**config.mk**
```make
export PLATFORM = sky130hd
export DESIGN_NAME = delay_gen_multi
export DESIGN_NICKNAME = d
export VERILOG_FILES = /design/src/rtl/crg_pkg.sv /design/src/rtl/delay_chan.sv /design/src/rtl/delay_gen_multi.sv
export SDC_FILE = /design/constraint.sdc
export NUM_CORES = 1
export LEC_CHECK = 0
export CORE_UTILIZATION = 50
export DETAILED_ROUTE_END_ITERATION = 8
export PLACE_DENSITY = 0.78
export SKIP_LAST_GASP = 1
export SLEW_MARGIN = 20
export SYNTH_ARGS = -nofsm -noshare
export SYNTH_HDL_FRONTEND = slang
export SYNTH_SLANG_ARGS = --single-unit
export TNS_END_PERCENT = 10
```
**constraint.sdc**
```tcl
create_clock -name clk_i -period 4.9 [get_ports clk_i]
set_clock_uncertainty 0.05 [all_clocks]
set_input_delay 1.225 -clock clk_i [delete_from_list [all_inputs] [get_ports clk_i]]
set_output_delay 1.225 -clock clk_i [all_outputs]
set_load 0.01 [all_outputs]
```
**src/rtl/crg_pkg.sv**
```systemverilog
// Shared types for the CRG delay generator.
// Channel modes, channel states and a select-width helper.
package crg_pkg;

   typedef enum logic {
      DLY_ONESHOT  = 1'b0,
      DLY_PERIODIC = 1'b1
   } dly_mode_e;

   typedef enum logic [1:0] {
      DLY_IDLE,
      DLY_COUNT,
      DLY_DONE
   } dly_state_e;

   function automatic int ch_w(input int n);
      return (n > 1) ? $clog2(n) : 1;
   endfunction

endpackage

```
**src/rtl/delay_chan.sv**
```systemverilog
// One delay channel: state, counter and active copy of (D, mode).
// Ports: clk_i, arst_i, start_i, abort_i, delay_i, mode_i -> busy_o, tick_o, done_o.
module delay_chan
   import crg_pkg::*;
#(
   parameter int CNT_W      = 8,
   parameter int DEF_DELAY  = 128,
   parameter bit AUTO_START = 1'b1
) (
   input  logic             clk_i,
   input  logic             arst_i,
   input  logic             start_i,
   input  logic             abort_i,
   input  logic [CNT_W-1:0] delay_i,
   input  dly_mode_e        mode_i,
   output logic             busy_o,
   output logic             tick_o,
   output logic             done_o
);

   localparam logic [CNT_W-1:0] ONE   = CNT_W'(1);
   localparam logic [CNT_W-1:0] DEF_D = CNT_W'(DEF_DELAY);
   localparam dly_state_e RST_ST =
      AUTO_START ? DLY_COUNT : DLY_IDLE;

   dly_state_e       state_q, state_d;
   logic [CNT_W-1:0] cnt_q, cnt_d;
   logic [CNT_W-1:0] dact_q, dact_d;
   dly_mode_e        mode_q, mode_d;
   logic             hit;

   // Terminal count; never true past D_act-1 so no wrap.
   assign hit = (state_q == DLY_COUNT) &&
                (cnt_q == dact_q - ONE);

   always_ff @(posedge clk_i or posedge arst_i) begin
      if (arst_i) begin
         state_q <= RST_ST;
         cnt_q   <= '0;
         dact_q  <= DEF_D;
         mode_q  <= DLY_ONESHOT;
      end else begin
         state_q <= state_d;
         cnt_q   <= cnt_d;
         dact_q  <= dact_d;
         mode_q  <= mode_d;
      end
   end

   always_comb begin
      state_d = state_q;
      cnt_d   = cnt_q;
      dact_d  = dact_q;
      mode_d  = mode_q;
      priority case (1'b1)
         abort_i: begin
            state_d = DLY_IDLE;
            cnt_d   = '0;
         end
         start_i: begin
            state_d = DLY_COUNT;
            cnt_d   = '0;
            // D=0 behaves as D=1
            dact_d  = (delay_i == '0) ? ONE : delay_i;
            mode_d  = mode_i;
         end
         hit: begin
            cnt_d = '0;
            if (mode_q == DLY_ONESHOT) begin
               state_d = DLY_DONE;
            end
         end
         (state_q == DLY_COUNT): begin
            cnt_d = cnt_q + ONE;
         end
         default: ;
      endcase
   end

   // Reset masks the decode for the DEF_DELAY=1 auto-start case.
   assign busy_o = (state_q == DLY_COUNT);
   assign tick_o = hit & ~arst_i;
   assign done_o = (tick_o & (mode_q == DLY_ONESHOT)) |
                   (state_q == DLY_DONE);

endmodule

```
**src/rtl/delay_gen_multi.sv**
```systemverilog
// Multi-channel programmable delay generator: cfg register file plus channels.
// Ports: clk_i, arst_i, cfg_we_i/ch/delay/mode, start_i, abort_i -> busy_o, tick_o, done_o.
module delay_gen_multi
   import crg_pkg::*;
#(
   parameter int NUM_CH     = 4,
   parameter int CNT_W      = 8,
   parameter int DEF_DELAY  = 128,
   parameter bit AUTO_START = 1'b1,
   localparam int CH_W      = ch_w(NUM_CH)
) (
   input  logic              clk_i,
   input  logic              arst_i,
   input  logic              cfg_we_i,
   input  logic [CH_W-1:0]   cfg_ch_i,
   input  logic [CNT_W-1:0]  cfg_delay_i,
   input  logic              cfg_mode_i,
   input  logic [NUM_CH-1:0] start_i,
   input  logic [NUM_CH-1:0] abort_i,
   output logic [NUM_CH-1:0] busy_o,
   output logic [NUM_CH-1:0] tick_o,
   output logic [NUM_CH-1:0] done_o
);

   if (NUM_CH < 1 || DEF_DELAY < 1 ||
       DEF_DELAY > (2**CNT_W) - 1) begin : g_bad_param
      $error("delay_gen_multi: bad parameters");
   end

   localparam logic [CNT_W-1:0] DEF_D = CNT_W'(DEF_DELAY);

   for (genvar c = 0; c < NUM_CH; c++) begin : g_ch
      logic             sel;
      logic [CNT_W-1:0] cfg_d_q;
      dly_mode_e        cfg_m_q;
      logic [CNT_W-1:0] eff_d;
      dly_mode_e        eff_m;

      // Out-of-range addresses match no channel.
      assign sel = cfg_we_i && (cfg_ch_i == CH_W'(c));

      always_ff @(posedge clk_i or posedge arst_i) begin
         if (arst_i) begin
            cfg_d_q <= DEF_D;
            cfg_m_q <= DLY_ONESHOT;
         end else if (sel) begin
            cfg_d_q <= cfg_delay_i;
            cfg_m_q <= dly_mode_e'(cfg_mode_i);
         end
      end

      // Same-cycle write bypasses into a start.
      assign eff_d = sel ? cfg_delay_i : cfg_d_q;
      assign eff_m = sel ? dly_mode_e'(cfg_mode_i) : cfg_m_q;

      delay_chan #(
         .CNT_W      (CNT_W),
         .DEF_DELAY  (DEF_DELAY),
         .AUTO_START (AUTO_START)
      ) u_chan (
         .clk_i   (clk_i),
         .arst_i  (arst_i),
         .start_i (start_i[c]),
         .abort_i (abort_i[c]),
         .delay_i (eff_d),
         .mode_i  (eff_m),
         .busy_o  (busy_o[c]),
         .tick_o  (tick_o[c]),
         .done_o  (done_o[c])
      );
   end

endmodule
```
==> flow_summary.json <==
{
  "status": "complete, no violations",
  "yosysMostFrequentCell": "dfrtp_1",
  "tightest_slew_ns": 0.880,
  "grt_start_max_net_pins": 68,
  "vias_per_cell": 5.96,
  "crit_cells": 8,
  "post-route-min-period_ns": 4.65,
  "synthTopCellsByCount": "100 x dfrtp_1, 62 x mux2_2, 43 x nand2_1",
  "whs_ns": 0.453,
  "hpwl_um": 8860,
  "p_leak_nw": 2.70,
  "drt_iter0_markers": 202,
  "cts_buffer_depth": 2,
  "drc": 0,
  "gp_congestion": 0.849,
  "cts_inserted_buffers": 9,
  "ys_seq_area_share_pct": 46.1,
  "synth.top_cell.area_share_pct": 40.9,
  "grt_usage_pct": 20.9,
  "dr.pass1.iters": 4,
  "setup_tns_ns": 0,
  "ctsResizeCount": 0,
  "crit_chain": "inv_1, ha_1, or3b_2, or4_1, a211oi_2, o311ai_4, o32ai_1, clkdlybuf4s50_1",
  "htreeDepth": 3,
  "rsz0062_at_grt": "false",
  "ys_types": 64,
  "setup_viol": 0,
  "peakVddDrop_mv": 0.179,
  "cts_setup_buffers": 0,
  "syn_avg_cell_area_sq_um": 10.3,
  "drive_gt1_share_pct": 18.4,
  "cts_tree": "done",
  "synth.area.top_cells": "dfrtp_1 41%, mux2_2 11%, dfstp_2 5.2%",
  "start_kind": "flop",
  "port_buffers": 33,
  "critPathKind": "reg -> out",
  "path_max_fanout": 9,
  "grt-ovfl-total": 0,
  "cts_sinks": 112,
  "first_global_vias": 4435,
  "r2r_cells": 8,
  "fp.dieArea_sq_um": 12700,
  "wl_per_cell_um": 16.4,
  "maxSlewHeadroom_pct": 40.9,
  "ys_warn_count": 0,
  "synth-edff-count": 0,
  "cap_violations": 0,
  "holdPathStages": 1,
  "pin_count": 34,
  "min_path_type": "reg -> reg",
  "synthArstFlopShare_pct": 100,
  "cp.arrival_ns": 3.37,
  "ys_ff_latch": 112,
  "die_w_um": 113,
  "fmax_ghz": 0.215,
  "syn-instance-count": 593,
  "cp_slowest_cell": "clkdlybuf4s50_1",
  "diodes": 0,
  "yosysTopAreaCell": "dfrtp_1",
  "clk_latency_ns": 0.35,
  "critical-path-top-delay-family": "simple AND/OR/NAND/NOR gates",
  "grt_pass1_wl_um": 21300,
  "final_nets": 634,
  "cts_root_buffer": "clkbuf_16",
  "clkTransAtPathRegs_ns": 0.08,
  "timing.critical_path.slowest_cell_delay_ns": 0.58,
  "placeableCoreArea_sq_um": 12000,
  "cts_hold_buf": 0,
  "synth_nets": 623,
  "placementRows": 40,
  "maxSlewViolCount": 0,
  "end_kind": "primary output",
  "hold_viol_final": 0,
  "routed_wl_um": 12400,
  "vias": 4509,
  "antenna_left": 0,
  "power_density_nw_per_um2": 371,
  "dieHeight_um": 113,
  "required_ns": 3.62,
  "syn2layout_area_growth_pct": 11.3,
  "antenna_found_initial": 0,
  "netlist_area_sq_um": 6120,
  "initial_utilization_pct": 51.2,
  "finalCritPeriodShare_pct": 94.9,
  "critical_path_buf_inv_count": 2,
  "synth_flop_cell": "dfrtp_1"
}
layer usage:
layer / GRT usage, % / vias to the layer above / share of wire (%)
met5: 0 / - / 0
met2: 33.3 / 92 / 48
met3: 3.73 / 13 / 4.1
met4: 7.02 / 0 / 1.5
li1: - / 2151 / -
met1: 28.9 / 2253 / 46
cells by family after synthesis:
kind of cell | after synthesis | share of synthesized area (%)
flip-flops | 112 | 46.1
adder cells (fa/ha/maj) | 8 | 1.64
buffers and inverters | 62 | 4.79
XOR/XNOR | 39 | 5.58
AO/OA/AOI/OAI | 109 | 13.2
AND/OR/NAND/NOR | 197 | 16.7
multiplexers | 66 | 12.1
worst register-to-register path: stages (launching register included):
cell	delay [ns]
dfrtp_1	0.43
inv_1	0.10
ha_1	0.21
or3b_2	0.49
or4_1	0.43
a211oi_2	0.30
o311ai_4	0.22
a31oi_1	0.21
mux2i_1	0.09
state kept, by name (all words and copies together), names as in the netlist:
register,flops
g_ch.u_chan.dact_q,32
g_ch.cfg_d_q,32
g_ch.u_chan.mode_q,4
g_ch.cfg_m_q,4
g_ch.u_chan.cnt_q,32
g_ch.u_chan.state_q,8
stage by stage:
stage | instances | cell area (sq um) | total power, W | worst slack [ns] | util, %
after floorplan | 593 | 6120 | 0.00158 | 0.457 | -
after global placement | 740 | 6470 | 0.00168 | 0.737 | 54.1
after detailed placement | 740 | 6470 | 0.00172 | 0.666 | 54.1
after CTS | 756 | 6810 | 0.00254 | 0.246 | 57.0
after global routing | 756 | 6810 | 0.00265 | 0.0174 | 57.0
final | 756 | 6810 | 0.00252 | 0.250 | 57.0
final cells by class:
| cell class | instances | area (sq um) |
|---|---|---|
| Fill cell | 980 | 5150 |
| Sequential cell | 112 | 2820 |
| Clock inverter | 7 | 113 |
| Timing Repair Buffer | 36 | 365 |
| Tap cell | 147 | 184 |
| Clock buffer | 9 | 225 |
| Inverter | 26 | 100 |
| Multi-Input combinational cell | 419 | 3010 |
layout by cell type (no fill, tap or decap), types with 8 or more instances in the layout:
cell,synthesis,layout
a21oi_1,15,15
a31oi_1,13,13
clkbuf_16,0,9
clkdlybuf4s50_1,0,33
dfrtp_1,100,100
dfstp_2,12,12
ha_1,8,8
inv_1,26,25
mux2_2,62,62
nand2_1,43,43
nand2b_1,23,23
nand3_1,28,28
nand4_1,8,8
nor2_1,34,34
nor3_1,24,24
o21ai_0,23,23
xnor2_1,24,24
xor2_1,15,15
final timing paths:
| kind | slack, ns | endpoint | start |
|---|---|---|---|
| max | 0.25 | done_o[2] | g_ch[2].u_chan.dact_q[0]$_DFFE_PP0P_ |
| min reg2reg | 0.45 | g_ch[2].cfg_m_q$_DFF_PP0_ | g_ch[2].cfg_m_q$_DFF_PP0_ |
| min in group asynchronous | 1.50 | g_ch[0].u_chan.mode_q$_DFFE_PP0P_ | arst_i |
| min | 0.45 | g_ch[2].cfg_m_q$_DFF_PP0_ | g_ch[2].cfg_m_q$_DFF_PP0_ |
| max reg2reg | 2.26 | g_ch[2].u_chan.cnt_q[2]$_DFFE_PP0P_ | g_ch[2].u_chan.dact_q[0]$_DFFE_PP0P_ |
| max in group asynchronous | 2.53 | g_ch[2].u_chan.dact_q[7]$_DFFE_PP1P_ | arst_i |
report_power, final:
| group | internal, W | leakage [nW] | switching (W) |
|---|---|---|---|
| registers | 0.00108 | 1.38 | 0.000143 |
| logic | 0.000247 | 1.16 | 0.000241 |
| clock network | 0.000460 | 0.161 | 0.000357 |
| total | 0.00178 | 2.70 | 0.000741 |
Power figures use the tool's default switching activity.
